[src/rtl/riscv_pkg.sv]
// Shared RISC-V encoding constants and instruction-format decode for the encoder slice.
package riscv_pkg;

    localparam logic [6:0] OP_IMM   = 7'b0010011;
    localparam logic [6:0] OP_STORE = 7'b0100011;
    localparam logic [6:0] OP_AUIPC = 7'b0010111;
    localparam logic [6:0] OP_REG   = 7'b0110011;

    typedef enum logic [2:0] {
        FMT_I,
        FMT_S,
        FMT_U,
        FMT_R,
        FMT_NONE
    } fmt_e;

    function automatic fmt_e decode_fmt(input logic [6:0] opcode);
        case (opcode)
            OP_IMM:   return FMT_I;
            OP_STORE: return FMT_S;
            OP_AUIPC: return FMT_U;
            OP_REG:   return FMT_R;
            default:  return FMT_NONE;
        endcase
    endfunction

endpackage

[src/rtl/instr_field_packer.sv]
// Combinational field packer: opcode + register/immediate fields -> 32-bit instruction word.
// DATA_WIDTH must be at least 32; wider words are zero-extended.
module instr_field_packer
    import riscv_pkg::*;
#(
    parameter int DATA_WIDTH = 32
) (
    input  logic [6:0]            opcode,
    input  logic [4:0]            rd,
    input  logic [4:0]            rs1,
    input  logic [4:0]            rs2,
    input  logic [2:0]            funct3,
    input  logic [6:0]            funct7,
    input  logic [DATA_WIDTH-1:0] imm,
    output logic [DATA_WIDTH-1:0] word,
    output logic                  fmt_valid,
    output logic                  imm_ok
);

    fmt_e        fmt;
    logic [31:0] enc;
    logic        imm_fits_12;

    assign fmt = decode_fmt(opcode);

    // Fits a signed 12-bit field when every bit from 11 upward is a copy of the sign.
    assign imm_fits_12 = (&imm[DATA_WIDTH-1:11]) || !(|imm[DATA_WIDTH-1:11]);

    always_comb begin
        enc       = '0;
        fmt_valid = 1'b1;
        imm_ok    = 1'b1;
        case (fmt)
            FMT_I: begin
                enc    = {imm[11:0], rs1, funct3, rd, opcode};
                imm_ok = imm_fits_12;
            end
            FMT_S: begin
                enc    = {imm[11:5], rs2, rs1, funct3, imm[4:0], opcode};
                imm_ok = imm_fits_12;
            end
            FMT_U: begin
                enc    = {imm[31:12], rd, opcode};
                imm_ok = (imm[11:0] == 12'd0);
            end
            FMT_R: begin
                enc = {funct7, rs2, rs1, funct3, rd, opcode};
            end
            default: begin
                fmt_valid = 1'b0;
            end
        endcase
    end

    assign word = DATA_WIDTH'(enc);

endmodule

[src/rtl/instr_encoder.sv]
// Instruction encoder: packs requests into words and writes them, with addresses, through a 2-entry FIFO.
// Optional macro INSTR_ENC_IMM_CHECK_EN turns out-of-range immediates into errors instead of truncating.
module instr_encoder
    import riscv_pkg::*;
#(
    parameter int DATA_WIDTH = 32,
    parameter int ADDR_WIDTH = 10,
    parameter int BASE_ADDR  = 0
) (
    input  logic                  clk,
    input  logic                  rst,
    input  logic                  flush,
    input  logic                  in_valid,
    output logic                  in_ready,
    input  logic [6:0]            in_opcode,
    input  logic [4:0]            in_rd,
    input  logic [4:0]            in_rs1,
    input  logic [4:0]            in_rs2,
    input  logic [2:0]            in_funct3,
    input  logic [6:0]            in_funct7,
    input  logic [DATA_WIDTH-1:0] in_imm,
    output logic                  out_valid,
    input  logic                  out_ready,
    output logic [ADDR_WIDTH-1:0] out_addr,
    output logic [DATA_WIDTH-1:0] out_instr,
    output logic                  err,
    output logic [7:0]            err_count
);

    localparam logic [ADDR_WIDTH-1:0] BASE = ADDR_WIDTH'(BASE_ADDR);
    localparam logic [ADDR_WIDTH-1:0] STEP = ADDR_WIDTH'(4);

    // Handshakes: a transfer happens on a rising edge where valid && ready; valid never
    // waits on ready, and the presented payload holds steady until that edge.
    logic [DATA_WIDTH-1:0] enc_word;
    logic                  fmt_valid;
    logic                  imm_ok;
    logic                  req_ok;
    logic                  accept;
    logic                  push;
    logic                  pop;
    logic                  err_now;

    logic [DATA_WIDTH-1:0] mem_instr [2];
    logic [ADDR_WIDTH-1:0] mem_addr  [2];
    logic                  rd_ptr;
    logic                  wr_ptr;
    logic [1:0]            count;
    logic [ADDR_WIDTH-1:0] addr_q;

    instr_field_packer #(
        .DATA_WIDTH(DATA_WIDTH)
    ) u_packer (
        .opcode    (in_opcode),
        .rd        (in_rd),
        .rs1       (in_rs1),
        .rs2       (in_rs2),
        .funct3    (in_funct3),
        .funct7    (in_funct7),
        .imm       (in_imm),
        .word      (enc_word),
        .fmt_valid (fmt_valid),
        .imm_ok    (imm_ok)
    );

`ifdef INSTR_ENC_IMM_CHECK_EN
    assign req_ok = fmt_valid && imm_ok;
`else
    logic unused_imm_ok;
    assign unused_imm_ok = imm_ok;
    assign req_ok        = fmt_valid;
`endif

    assign in_ready  = !rst && !flush && (count != 2'd2);
    assign out_valid = (count != 2'd0);
    assign out_instr = mem_instr[rd_ptr];
    assign out_addr  = mem_addr[rd_ptr];

    // A rejected request is still consumed; it only skips the push and the address bump.
    assign accept  = in_valid && in_ready;
    assign push    = accept && req_ok;
    assign err_now = accept && !req_ok;
    assign pop     = out_valid && out_ready;

    always_ff @(posedge clk) begin
        if (rst) begin
            count     <= 2'd0;
            rd_ptr    <= 1'b0;
            wr_ptr    <= 1'b0;
            addr_q    <= BASE;
            err       <= 1'b0;
            err_count <= 8'd0;
            for (int i = 0; i < 2; i++) begin
                mem_instr[i] <= '0;
                mem_addr[i]  <= BASE;
            end
        end else begin
            err <= err_now;
            if (err_now && (err_count != 8'hFF)) begin
                err_count <= err_count + 8'd1;
            end
            if (flush) begin
                count  <= 2'd0;
                rd_ptr <= 1'b0;
                wr_ptr <= 1'b0;
                addr_q <= BASE;
            end else begin
                if (push) begin
                    mem_instr[wr_ptr] <= enc_word;
                    mem_addr[wr_ptr]  <= addr_q;
                    wr_ptr            <= ~wr_ptr;
                    addr_q            <= addr_q + STEP;
                end
                if (pop) begin
                    rd_ptr <= ~rd_ptr;
                end
                case ({push, pop})
                    2'b10:   count <= count + 2'd1;
                    2'b01:   count <= count - 2'd1;
                    default: count <= count;
                endcase
            end
        end
    end

endmodule

[config.mk]
export PLATFORM = sky130hd
export DESIGN_NAME = instr_encoder
export DESIGN_NICKNAME = d
export VERILOG_FILES = /design/src/rtl/riscv_pkg.sv /design/src/rtl/instr_field_packer.sv /design/src/rtl/instr_encoder.sv
export SDC_FILE = /design/constraint.sdc
export NUM_CORES = 1
export LEC_CHECK = 0
export ABC_CLOCK_PERIOD_IN_PS = 3950
export CAP_MARGIN = 15
export CORE_MARGIN = 1
export CORE_UTILIZATION = 30
export CTS_BUF_LIST = sky130_fd_sc_hd__clkbuf_8
export CTS_CLUSTER_SIZE = 28
export DETAILED_ROUTE_END_ITERATION = 16
export GPL_TIMING_DRIVEN = 1
export PLACE_DENSITY = 0.57
export SYNTH_ARGS = -nofsm -noshare
export SYNTH_HDL_FRONTEND = slang
export SYNTH_SLANG_ARGS = --single-unit
[constraint.sdc]
create_clock -name clk -period 3.95 [get_ports clk]
set_input_delay 0.5925 -clock clk [delete_from_list [all_inputs] [get_ports clk]]
set_output_delay 0.5925 -clock clk [all_outputs]
set_load 0.05 [all_outputs]
After elaboration in Yosys (flattened, before gate mapping)
Memory sizes are Yosys's and may differ from the RTL's. A register that Yosys moved wholly into a read port is not among the register bits.
Index checks and enable logic that the tools add are counted.
- bits in registers: 23
- RAM bits: 84
- input port bits: 69
- output and inout port bits: 53
- logic and storage cells: 62
- memories: 2
- $add $sub $neg: 4
- equality and inequality tests: 11
- muxes and demuxes: 20
- bitwise logic cells: 2
- reduce and logical (&&, ||, !) cells: 17
- memories (name ; depth ; width ; rd ports ; clocked after memory_dff ; write ports ; RTL line ; RTL):
    mem_instr ; 2 ; 32 ; 1 ; 1 ; 2 ; instr_encoder.sv:44 ; logic [DATA_WIDTH-1:0] mem_instr [2];
    mem_addr ; 2 ; 10 ; 1 ; 1 ; 2 ; instr_encoder.sv:45 ; logic [ADDR_WIDTH-1:0] mem_addr [2];
- operators with widths (cell ; count):
    $pmux W32 S4 ; 1
    $mux W32 ; 1
    $reduce_or A32 Y1 ; 1
    $mux W1 ; 15
    $eq A7 B5 Y1 const B ; 2
    $eq A7 B6 Y1 const B ; 2
    $pmux W3 S4 ; 1
    $add A10 B3 Y10 const B ; 1
    $mux W10 ; 1
    $reduce_or A10 Y1 ; 1
    $add A8 B1 Y8 const B ; 1
    $ne A8 B8 Y1 const B ; 1
    $logic_and A1 B1 Y1 ; 7
    $eq A3 B2 Y1 const B ; 2
    $pmux W2 S2 ; 1
    $reduce_bool A2 Y1 ; 2
    $reduce_or A4 Y1 ; 1
    $eq A3 B1 Y1 const B ; 1
    $logic_not A1 Y1 ; 3
    $logic_not A3 Y1 ; 1
    $add A2 B1 Y2 const B ; 1
    $eq A2 B1 Y1 const B ; 1
    $eq A2 B2 Y1 const B ; 1
    $ne A2 B2 Y1 const B ; 1
    other kinds (3) ; 4

Logic depth before layout (Yosys ltp)
Gate-level depths: netlist of the first run.
- depth in word-level cells: 12
- depth in mapped cells: 9
- depth with buffers taken out: 7

Modules after synthesis
A second synthesis of the first run with hierarchy kept.
- cell total of the unflattened synthesis: 445
- area total of the unflattened synthesis: 5121.2 sq um
- by module, submodules not included (module ; times used ; cells each ; area each (sq um) ; seq. area each (sq um)):
    instr_encoder ; 1 ; 345 ; 4483.0 ; 2842.7
    instr_field_packer ; 1 ; 100 ; 638.1 ; 0.0

Least setup slack after synthesis of the first run
Ideal clock, no wire load.
- kind: input port to flip-flop
- start point: input port rst
- end point: memory mem_addr[0][2], enable pin
- setup time: 398 ps
- data arrival time: 2592 ps
- path slack: 960 ps
- stages on the path: 7
- buffers on the path: 3
- cell sequence: clkbuf_1 nor2_2 nand3_1 or3_1 buf_2 buf_2 nand2_1
- RTL lines (element ; RTL line ; RTL):
    start, declared ; instr_encoder.sv:11 ; input logic rst,
    end, declared ; instr_encoder.sv:45 ;

Final worst setup path of the first run
- start point: input port rst
- end point: output port in_ready
- word-level cells in the longest chain between the ends: 3
- ends and longest elaborated chain (element ; RTL line ; RTL):
    $logic_not A1 Y1 ; instr_encoder.sv:74 ; assign in_ready = !rst && !flush && (count != 2'd2);
    $logic_and A1 B1 Y1 (2 in series) ; instr_encoder.sv:74 ;
    end, declared ; instr_encoder.sv:14 ; output logic in_ready,
No other way between the ends.

==> out/results.ini, run 1 <==
[worst_setup_path]
rr_endpoint = mem_instr[0][23]
critPathKind = input port to output pin
crit_top_cell = clkdlybuf4s50_1
r2r_cells = 5
crit_start = rst
crit_path_top_delay_cell = clkdlybuf4s50_1
required_ns = 3.36
critPathCaptureType = output pin
crit_path_end = in_ready
r2r-start = count[0]
crit_path_max_incr_delay_ns = 0.83
r2r_setup_slack_ns = 1.94
cp_cell_sequence = clkdlybuf4s50_1, or2_1, nor2_1, clkdlybuf4s50_1
start_kind = input port
arrival_ns = 2.60
worst-path-max-fanout = 11

[timing]
fin_worst_skew_ns = 0.01610
setup_ws_ns = 0.7534
period_share_pct = 80.93
setup_viol = 0
slew_viol_final = 0
rsz0062_at_grt = no
fmax_mhz = 312.8
relSlewSlack_pct = 46.77
finalSetupTns_ns = 0
finalHoldViolCount = 0
fin_crit_ns = 3.197
worst_slew_pin_slew_ns = 0.7950

[synthesis]
synthCells = 397
ys_warn_count = 0
post_synth_and_or_nand_nor_area_fraction_pct = 15.35
synth_compound_area_share_pct = 6.823
synth.area.mux_share_pct = 14.55
synth.distinct_cells = 44
ys_seq_area_share_pct = 58.72
synth_xor_area_share_pct = 0.5428
synth_area_per_cell_um2 = 12.19
synth_edf_count = 80
ys_async_sr_fraction_pct = 0
synth_area_leaders = edfxtp_1, mux2_2, dfxtp_1, mux2i_1, nor2_1
synth_top_family_by_area = simple AND/OR/NAND/NOR gates
synth.cell_area_um2 = 4841
ys.flop_type = edfxtp_1
ys_seq_elements = 102
synthDominantCellAreaShare_pct = 49.63
synthAdderAreaFrac_pct = 0.7754
synth_area_leader_cell = edfxtp_1

[drt]
drt_pass1_iterations = 5
wl_per_cell_um = 16.07
ant_nets = 0
routed_wl_mm = 11.78
drc = 0
vias_per_cell = 4.727
num_vias = 3465
first_iter_violations = 338

[power]
p_switching_mw = 0.5041
powerDensity_nw_per_um2 = 315.5
switching_share_pct = 24.82
pwr-share-comb_pct = 12.2
internal-power_mw = 1.526
leakage_nw = 2.313
p_seq_share_pct = 58.6
ir_drop_v = 0.0001275
clkPwrFrac_pct = 29.2

[layout]
fin_util_pct = 40.66
diodes = 0
fillCellCount = 1489
drive_gt1_share_pct = 14.31
area_delta_synth_final_pct = 32.95
finalNetCount = 584

[global_routing]
first_global_vias = 3537
grt_max_degree = 41
grtUsageTotal_pct = 14.62
globalRouteOverflowTotal = 0
grt_pass1_wl_mm = 18.57
antenna_found_initial = 0

[floorplan]
die_w_um = 129.0
die_h_um = 129.0
core.rowCount = 46
boundaryPins = 122
dieArea_um2 = 16650
initial_utilization_pct = 30.58
coreArea_um2 = 15830

[placement]
place_congestion = 0.7191
pre_cts_ws_ns = 0.6268
hpwl_mm = 8.497
io_buffers = 119

[clock_tree]
cts_setup_buffers = 0
cts_sinks = 102
holdBufCountCts = 0
path_clk_slew_ns = 0.09
numCtsBuffers = 9
cts-root-buf = clkbuf_8
cts_tree = done
cts_buffer_depth = 2
worstSkewPairLatency_ns = 0.36
cts-resized-gates = 0
cts_max_level = 3

[run]
cap_viol_max_count = 0

[status]
status = completed

[hold_path]
hold_class = flip-flop to flip-flop

==> cell usage after synthesis (6+ instances only) <==
cell       n
dfxtp_1   22
clkbuf_1  10
edfxtp_1  80
mux2i_1   22
a21oi_1    6
o311ai_0   7
buf_2     11
nor2_1    57
o21ai_0    7
nand3_1   10
or3_1      8
nand2_1   15
and2_1    24
inv_1      6
mux2_2    43
and3_1     8
==> registers in the layout, summed over array words and instances (netlist names), named ones only <==
signal	flops
err	1
addr_q	8
wr_ptr	1
mem_addr	16
rd_ptr	1
mem_instr	64
count	2
err_count	8
==> area by class of cell <==
type / instances / area, um^2 / share of cell area (%)
multi-input cells: 267 / 1869 / 29.04
repair buffers: 126 / 1256 / 19.52
flip-flops and latches: 102 / 2844 / 44.19
well taps: 216 / 270.3 / 4.199
clock buffers: 9 / 123.9 / 1.925
clock inverters: 7 / 50.05 / 0.7776
inverters: 6 / 22.52 / 0.3499
==> worst min-delay path by stage <==
stage	start	end	slack, ns	cells after the start
4_1_cts	err_count[4]	err_count[4]	0.52	1
5_1_grt	err_count[4]	err_count[4]	0.53	2
6_report	err_count[4]	err_count[4]	0.51	2
3_5_place_dp	err_count[4]	err_count[4]	0.50	1
3_3_place_gp	err_count[4]	err_count[4]	0.49	1
2_1_floorplan	wr_ptr	wr_ptr	0.47	2
==> placed cells by master (no fill, tap or decap), drive strengths merged, types with 6 or more instances in the layout <==
cell type	instances
buf	7
nand2	15
nor2	58
dfxtp	22
inv	7
and3	8
or3	9
nand3	11
clkbuf	9
and2	24
o21ai	7
o311ai	7
mux2i	22
a21oi	6
mux2	43
clkdlybuf4s50	119
edfxtp	80
conb	6
==> power groups by stage <==
stage | logic (mW) | clock network [mW] | registers, mW
2_1_floorplan | 0.122 | 0 | 1.22
3_3_place_gp | 0.247 | 0 | 1.21
3_5_place_dp | 0.249 | 0 | 1.22
4_1_cts | 0.250 | 0.613 | 1.19
5_1_grt | 0.263 | 0.652 | 1.19
6_report | 0.247 | 0.593 | 1.19
==> critical path, delay by kind of cell <==
| family | cells | cell delay [ns] |
|---|---|---|
| buffers and inverters | 2 | 1.42 |
| and+or+nand+nor | 2 | 0.59 |
==> cells by family after synthesis <==
kind of cell / after synthesis
buffers and inverters: 33
muxes: 65
xor gates and xnor gates: 3
AOI/OAI and AO/OA: 44
and+or+nand+nor: 146
DFF: 102
other: 1
adders and majority gates: 3
==> metal layers <==
metal | up-vias | track usage, % | share of wire, %
li1 | 1688 | - | -
met1 | 1657 | 17.90 | 44
met2 | 111 | 25.37 | 48
met3 | 9 | 3.922 | 6.8
met4 | 0 | 3.945 | 0.82
met5 | - | 0 | 0
==> per-stage QoR <==
| stage | power, mW | instance area [um^2] | std cells | hold slack (ns) |
|---|---|---|---|---|
| after floorplan | 1.341 | 4860 | 402 | 0.4715 |
| after global placement | 1.462 | 6262 | 717 | 0.4864 |
| after detailed placement | 1.465 | 6262 | 717 | 0.4962 |
| after CTS | 2.055 | 6436 | 733 | 0.5185 |
| after global routing | 2.109 | 6436 | 733 | 0.5329 |
| final | 2.030 | 6436 | 733 | 0.5122 |
Power figures use the tool's default switching activity.
==> inputs of run 2 (changes only) <==
--- a/config.mk
+++ b/config.mk
@@ -5,7 +5,7 @@
 export SDC_FILE = /design/constraint.sdc
 export NUM_CORES = 1
 export LEC_CHECK = 0
-export ABC_CLOCK_PERIOD_IN_PS = 3950
+export ABC_CLOCK_PERIOD_IN_PS = 2900
 export CAP_MARGIN = 15
 export CORE_MARGIN = 1
 export CORE_UTILIZATION = 30
@@ -13,7 +13,7 @@
 export CTS_CLUSTER_SIZE = 28
 export DETAILED_ROUTE_END_ITERATION = 16
 export GPL_TIMING_DRIVEN = 1
-export PLACE_DENSITY = 0.57
+export PLACE_DENSITY = 0.59
 export SYNTH_ARGS = -nofsm -noshare
 export SYNTH_HDL_FRONTEND = slang
 export SYNTH_SLANG_ARGS = --single-unit
==> constraint.sdc (replaced) <==
create_clock -name clk -period 2.9 [get_ports clk]
set_input_delay 0.435 -clock clk [delete_from_list [all_inputs] [get_ports clk]]
set_output_delay 0.435 -clock clk [all_outputs]
set_load 0.05 [all_outputs]
==> run 2 against run 1 <==
Compared with the run above: sequential share of layout area is 1.2 points lower; global-route usage is 0.10 points lower; clock skew is 0.0035 ns lower; flip-flop and latch count stayed put; total power is 49% higher; highest routed layer unchanged.
==> out/results.ini, run 2 (synthesis gave the netlist of run 1 again) <==
[drt]
wl_per_cell_um = 16.12  ; +0.33%
drc = 0  ; unchanged
vias_per_cell = 4.785  ; +1.2%
first_iter_violations = 281  ; -17%
ant_nets = 0  ; unchanged
num_vias = 3555  ; +2.6%
drt_pass1_iterations = 4  ; -1
routed_wl_mm = 11.98  ; +1.7%

[clock_tree]
holdBufCountCts = 0  ; unchanged
cts_setup_buffers = 0  ; unchanged
cts-resized-gates = 0  ; unchanged
cts_tree = done
cts_sinks = 102  ; unchanged
cts_buffer_depth = 2  ; unchanged
cts_max_level = 3  ; unchanged
path_clk_slew_ns = 0.10  ; about the same
cts-root-buf = clkbuf_8
worstSkewPairLatency_ns = 0.37  ; about the same
numCtsBuffers = 9  ; unchanged

[placement]
place_congestion = 0.7761  ; +7.9%
hpwl_mm = 8.469  ; -0.33%
io_buffers = 119  ; unchanged

[layout]
final_cell_mix = clkdlybuf4s50_1, edfxtp_1, nor2_1
top_regs = mem_instr x64, mem_addr x16
area_delta_synth_final_pct = 36.55
register_area_um2 = 2844  ; unchanged
drive_gt1_share_pct = 15.94  ; +1.6 points
top_register = mem_instr
largest_reg_flops = 64  ; unchanged
fin_util_pct = 41.76  ; +1.1 points
layout_commonest_cell = clkdlybuf4s50_1
finalNetCount = 594  ; +1.7%
multi_input_area_um2 = 1869  ; unchanged
diodes = 0  ; unchanged
fillCellCount = 1500  ; +0.74%

[worst_setup_path]
cp_cell_sequence = buf_12, mux2_2, clkdlybuf4s50_1
crit_path_top_delay_cell = clkdlybuf4s50_1
arrival_ns = 2.09  ; -0.51 ns
worst-path-max-fanout = 40  ; +29
critPathCaptureType = output pin
required_ns = 2.47  ; -0.89 ns
critPathKind = flip-flop to output pin
crit_family = buffers and inverters
cp.buffers_inverters = 2  ; unchanged
start_kind = flip-flop
crit_path_max_incr_delay_ns = 0.71  ; -0.12 ns

[floorplan]
die_h_um = 129.0  ; unchanged
dieArea_um2 = 16650  ; unchanged
die_w_um = 129.0  ; unchanged
initial_utilization_pct = 30.58  ; unchanged
core.rowCount = 46  ; unchanged
coreArea_um2 = 15830  ; unchanged
boundaryPins = 122  ; unchanged

[global_routing]
antenna_found_initial = 0  ; unchanged
grt_max_degree = 41  ; unchanged
use_met2_pct = 25.53  ; +0.16 points
first_global_vias = 3611  ; +2.1%
globalRouteOverflowTotal = 0  ; unchanged
grt_pass1_wl_mm = 18.40  ; -0.89%
grt_util_met3_pct = 3.675  ; -0.25 points
grtUsageTotal_pct = 14.51  ; -0.10 points
busiest_layer = met2
use_met1_pct = 17.38  ; -0.51 points

[power]
ir_drop_v = 0.0002440  ; +91%
leakage_nw = 2.419  ; +4.6%
powerDensity_nw_per_um2 = 458.3  ; +45%

[timing]
worst_slew_pin_slew_ns = 0.6161  ; -0.1788 ns
rsz0062_at_grt = no
period_share_pct = 87.20
fin_crit_ns = 2.529
fmax_mhz = 395.4
slew_viol_final = 0  ; unchanged
finalHoldViolCount = 0  ; unchanged
fin_worst_skew_ns = 0.01265  ; -0.003454 ns
finalSetupTns_ns = 0  ; unchanged
setup_viol = 0  ; unchanged
relSlewSlack_pct = 58.49  ; +12 points

[run]
cap_viol_max_count = 0  ; unchanged

[status]
status = completed

[hold_path]
hold_class = flip-flop to flip-flop

run 2: cell types whose count changed in the layout (fill, tap and decap cells not counted):
cell,previous run,this run
buf_4,6,14
inv_8,0,1
clkinv_1,1,0
clkinv_4,2,0
buf_12,1,4
clkinvlp_4,2,0
clkdlybuf4s50_1,119,118
inv_6,1,0
inv_1,6,8
bufinv_16,0,3
run 2: area by class of cell:
class / instances / area share [%]
clock buffers: 9 / 1.874
clock inverters: 7 / 1.723
inverters: 6 / 0.3407
multi-input cells: 267 / 28.28
flip-flops and latches: 102 / 43.02
well taps: 216 / 4.089
repair buffers: 136 / 20.67
run 2: path summary, 6_finish.rpt:
path / end / depth (start not counted) / start / slack [ns]
setup / recovery: out_addr[4] / 3 / flip-flop / 0.37
hold / removal: flip-flop / 2 / rd_ptr / 0.51
setup reg to reg: mem_instr[1][5] / 6 / count[0] / 0.97
hold reg to reg: flip-flop / 2 / rd_ptr / 0.51
run 2: where the power goes:
group | total [mW] | switching [mW] | internal (mW)
sequential | 1.62 | 0.0116 | 1.61
combinational | 0.349 | 0.184 | 0.166
clock | 1.06 | 0.487 | 0.572
total | 3.03 | 0.683 | 2.35
run 2: worst reg2reg max path, cell delays in order, from the launching register on:
cell,delay [ns]
dfxtp_1,0.37
nand2b_1,0.18
and3_1,0.25
nand3_2,0.11
buf_4,0.31
inv_1,0.26
and2_1,0.22
run 2: routing by layer:
layer / up-vias / share of wire (%)
met5: - / 0
met4: 0 / 0.84
met3: 9 / 5.9
met2: 99 / 48
met1: 1746 / 45
li1: 1701 / -
run 2: per-stage QoR:
| stage | power [mW] | cells | area, um^2 | setup WS (ns) | hold slack (ns) |
|---|---|---|---|---|---|
| after floorplan | 1.827 | 402 | 4860 | 0.06747 | 0.4715 |
| after global placement | 2.002 | 727 | 6372 | 0.3659 | 0.4913 |
| after detailed placement | 2.006 | 727 | 6372 | 0.3081 | 0.4940 |
| after CTS | 3.061 | 743 | 6610 | 0.3219 | 0.5176 |
| after global routing | 3.136 | 743 | 6610 | 0.2892 | 0.5381 |
| final | 3.030 | 743 | 6610 | 0.3711 | 0.5133 |
==> inputs of run 3 (changes only) <==
--- a/config.mk
+++ b/config.mk
@@ -8,12 +8,13 @@
 export ABC_CLOCK_PERIOD_IN_PS = 2900
 export CAP_MARGIN = 15
 export CORE_MARGIN = 1
-export CORE_UTILIZATION = 30
+export CORE_UTILIZATION = 41
 export CTS_BUF_LIST = sky130_fd_sc_hd__clkbuf_8
 export CTS_CLUSTER_SIZE = 28
 export DETAILED_ROUTE_END_ITERATION = 16
 export GPL_TIMING_DRIVEN = 1
-export PLACE_DENSITY = 0.59
+export PLACE_DENSITY = 0.75
+export SLEW_MARGIN = 5
 export SYNTH_ARGS = -nofsm -noshare
 export SYNTH_HDL_FRONTEND = slang
 export SYNTH_SLANG_ARGS = --single-unit
==> run 3 against run 2 <==
Compared with the run above: design area down 2.4%; fmax down 7.1%; via count is 0.59% higher; final cell count fell by 10%; non-clock buffer count fell by 1; sequential share of layout area up 1.1 points; sequential power barely moved; largest power group unchanged; flip-flop and latch count did not move; critical endpoint is now out_addr[9]; worst setup slack lost 0.19 ns; global-route usage up 4.1 points; critical path type unchanged; routed wire length is 6.5% lower.
==> out/results.ini, run 3 (synthesis gave the netlist of run 1 again) <==
[status]
status = completed

[drt]
routed_wl_mm = 11.20  ; -6.5%
num_vias = 3576  ; +0.59%
ant_nets = 0  ; unchanged
drc = 0  ; unchanged
drt_pass1_iterations = 4  ; unchanged
wl_per_cell_um = 16.75  ; +3.9%
first_iter_violations = 171  ; -39%
vias_per_cell = 5.345  ; +12%

[layout]
final_cell_mix = clkdlybuf4s50_1, edfxtp_1, nor2_1
diodes = 0  ; unchanged
fillCellCount = 939  ; -37%
area_delta_synth_final_pct = 33.24
finalNetCount = 593  ; -0.17%
top_regs = mem_instr x64, mem_addr x16
fin_util_pct = 56.25  ; +14 points
final_cell_area_um2 = 6450  ; -2.4%
layout_commonest_cell = clkdlybuf4s50_1
drive_gt1_share_pct = 15.78  ; -0.16 points
finalNonFillerCells = 669  ; -10%
top_register = mem_instr
largest_reg_flops = 64  ; unchanged

[timing]
rsz0062_at_grt = no
finalHoldViolCount = 0  ; unchanged
worst_slew_pin_slew_ns = 0.6201  ; +0.003943 ns
setup_viol = 0  ; unchanged
fin_crit_ns = 2.721  ; +0.1923 ns
fmax_mhz = 367.5  ; -7.1%
fin_worst_skew_ns = 0.006517  ; -0.006131 ns
finalSetupTns_ns = 0  ; unchanged
relSlewSlack_pct = 58.22  ; -0.27 points
slew_viol_final = 0  ; unchanged
holdWs_ns = 0.5046  ; -0.008753 ns
period_share_pct = 93.83  ; +6.6 points
setup_ws_ns = 0.1789  ; -0.1923 ns

[worst_setup_path]
cp.buffers_inverters = 2  ; unchanged
crit_family = buffers and inverters
required_ns = 2.47  ; about the same
start_kind = flip-flop
crit_path_top_delay_cell = clkdlybuf4s50_1
worst-path-max-fanout = 13  ; -68%
crit_path_max_incr_delay_ns = 0.71  ; about the same
critPathKind = flip-flop to output pin
r2r_setup_slack_ns = 1.05  ; +0.08 ns
critPathCaptureType = output pin
cp_cell_sequence = buf_4, mux2_2, clkdlybuf4s50_1
arrival_ns = 2.29  ; +0.20 ns

[clock_tree]
cts_tree = done
cts_max_level = 3  ; unchanged
cts-resized-gates = 0  ; unchanged
worstSkewPairLatency_ns = 0.36  ; about the same
cts_setup_buffers = 0  ; unchanged
path_clk_slew_ns = 0.09  ; about the same
cts-root-buf = clkbuf_8
cts_buffer_depth = 2  ; unchanged
numCtsBuffers = 9  ; unchanged
cts_sinks = 102  ; unchanged
holdBufCountCts = 0  ; unchanged

[power]
p_seq_share_pct = 57.4  ; +3.9 points
internal-power_mw = 2.164  ; -7.8%
leakage_nw = 2.378  ; -1.7%
p_total_mw = 2.822  ; -6.8%
ir_drop_v = 0.0003005  ; +23%
switching_share_pct = 23.32  ; +0.79 points
powerDensity_nw_per_um2 = 437.6  ; -4.5%
p_switching_mw = 0.6581  ; -3.6%
clkPwrFrac_pct = 30.4  ; -4.6 points
pwr-share-comb_pct = 12.2  ; +0.7 points

[floorplan]
die_w_um = 110.7  ; -14%
dieArea_um2 = 12250  ; -26%
initial_utilization_pct = 42.21  ; +12 points
boundaryPins = 122  ; unchanged
die_h_um = 110.7  ; -14%
core.rowCount = 39  ; -15%
coreArea_um2 = 11470  ; -28%

[placement]
io_buffers = 119  ; unchanged
placed_area_um2 = 6261  ; -1.7%
dp_cells = 653  ; -10%
pre_cts_ws_ns = 0.3834  ; +0.07533 ns
place_congestion = 0.7443  ; -4.1%
hpwl_mm = 7.995  ; -5.6%

[hold_path]
hold_class = flip-flop to flip-flop

[global_routing]
grt_max_degree = 30  ; -27%
antenna_found_initial = 0  ; unchanged
grtUsageTotal_pct = 18.60  ; +4.1 points
globalRouteOverflowTotal = 0  ; unchanged
first_global_vias = 3488  ; -3.4%
grt_pass1_wl_mm = 17.86  ; -2.9%

[run]
cap_viol_max_count = 0  ; unchanged

-- run 3: worst reg2reg max path, delay by kind of cell (launching register included) --
kind / cells / cell delay [ns]
AOI/OAI and AO/OA: 1 / 0.14
and+or+nand+nor: 4 / 0.87
DFF: 1 / 0.42
adders and majority gates: 1 / 0.35
-- run 3: path summary, 6_finish.rpt --
kind	cells after the start	from	end
max reg2reg	6	count[0]	count[1]
max	3	flip-flop	out_addr[9]
min	2	err_count[4]	err_count[4]
min reg2reg	2	err_count[4]	err_count[4]
-- run 3: power groups by stage --
stage	sequential, mW	clock [mW]	combinational (mW)
6_report	1.62	0.857	0.344
5_1_grt	1.63	0.929	0.363
4_1_cts	1.62	0.880	0.346
3_5_place_dp	1.66	0	0.344
3_3_place_gp	1.65	0	0.340
2_1_floorplan	1.66	0	0.166
-- run 3: cell type report --
| type | instances | area (um^2) | share of cell area [%] |
|---|---|---|---|
| Clock buffer | 9 | 123.9 | 1.920 |
| Clock inverter | 7 | 65.06 | 1.009 |
| Inverter | 6 | 22.52 | 0.3492 |
| Multi-Input combinational cell | 267 | 1869 | 28.98 |
| Sequential cell | 102 | 2844 | 44.09 |
| Tap cell | 143 | 178.9 | 2.774 |
| Timing Repair Buffer | 135 | 1346 | 20.87 |
-- run 3: per-layer routing --
metal / track usage [%] / wire length, um / vias to the layer above
li1: - / - / 1706
met1: 22.93 / 4557 / 1733
met2: 32.80 / 5842 / 123
met3: 3.937 / 658 / 14
met4: 5.244 / 145 / 0
met5: 0 / 0 / -
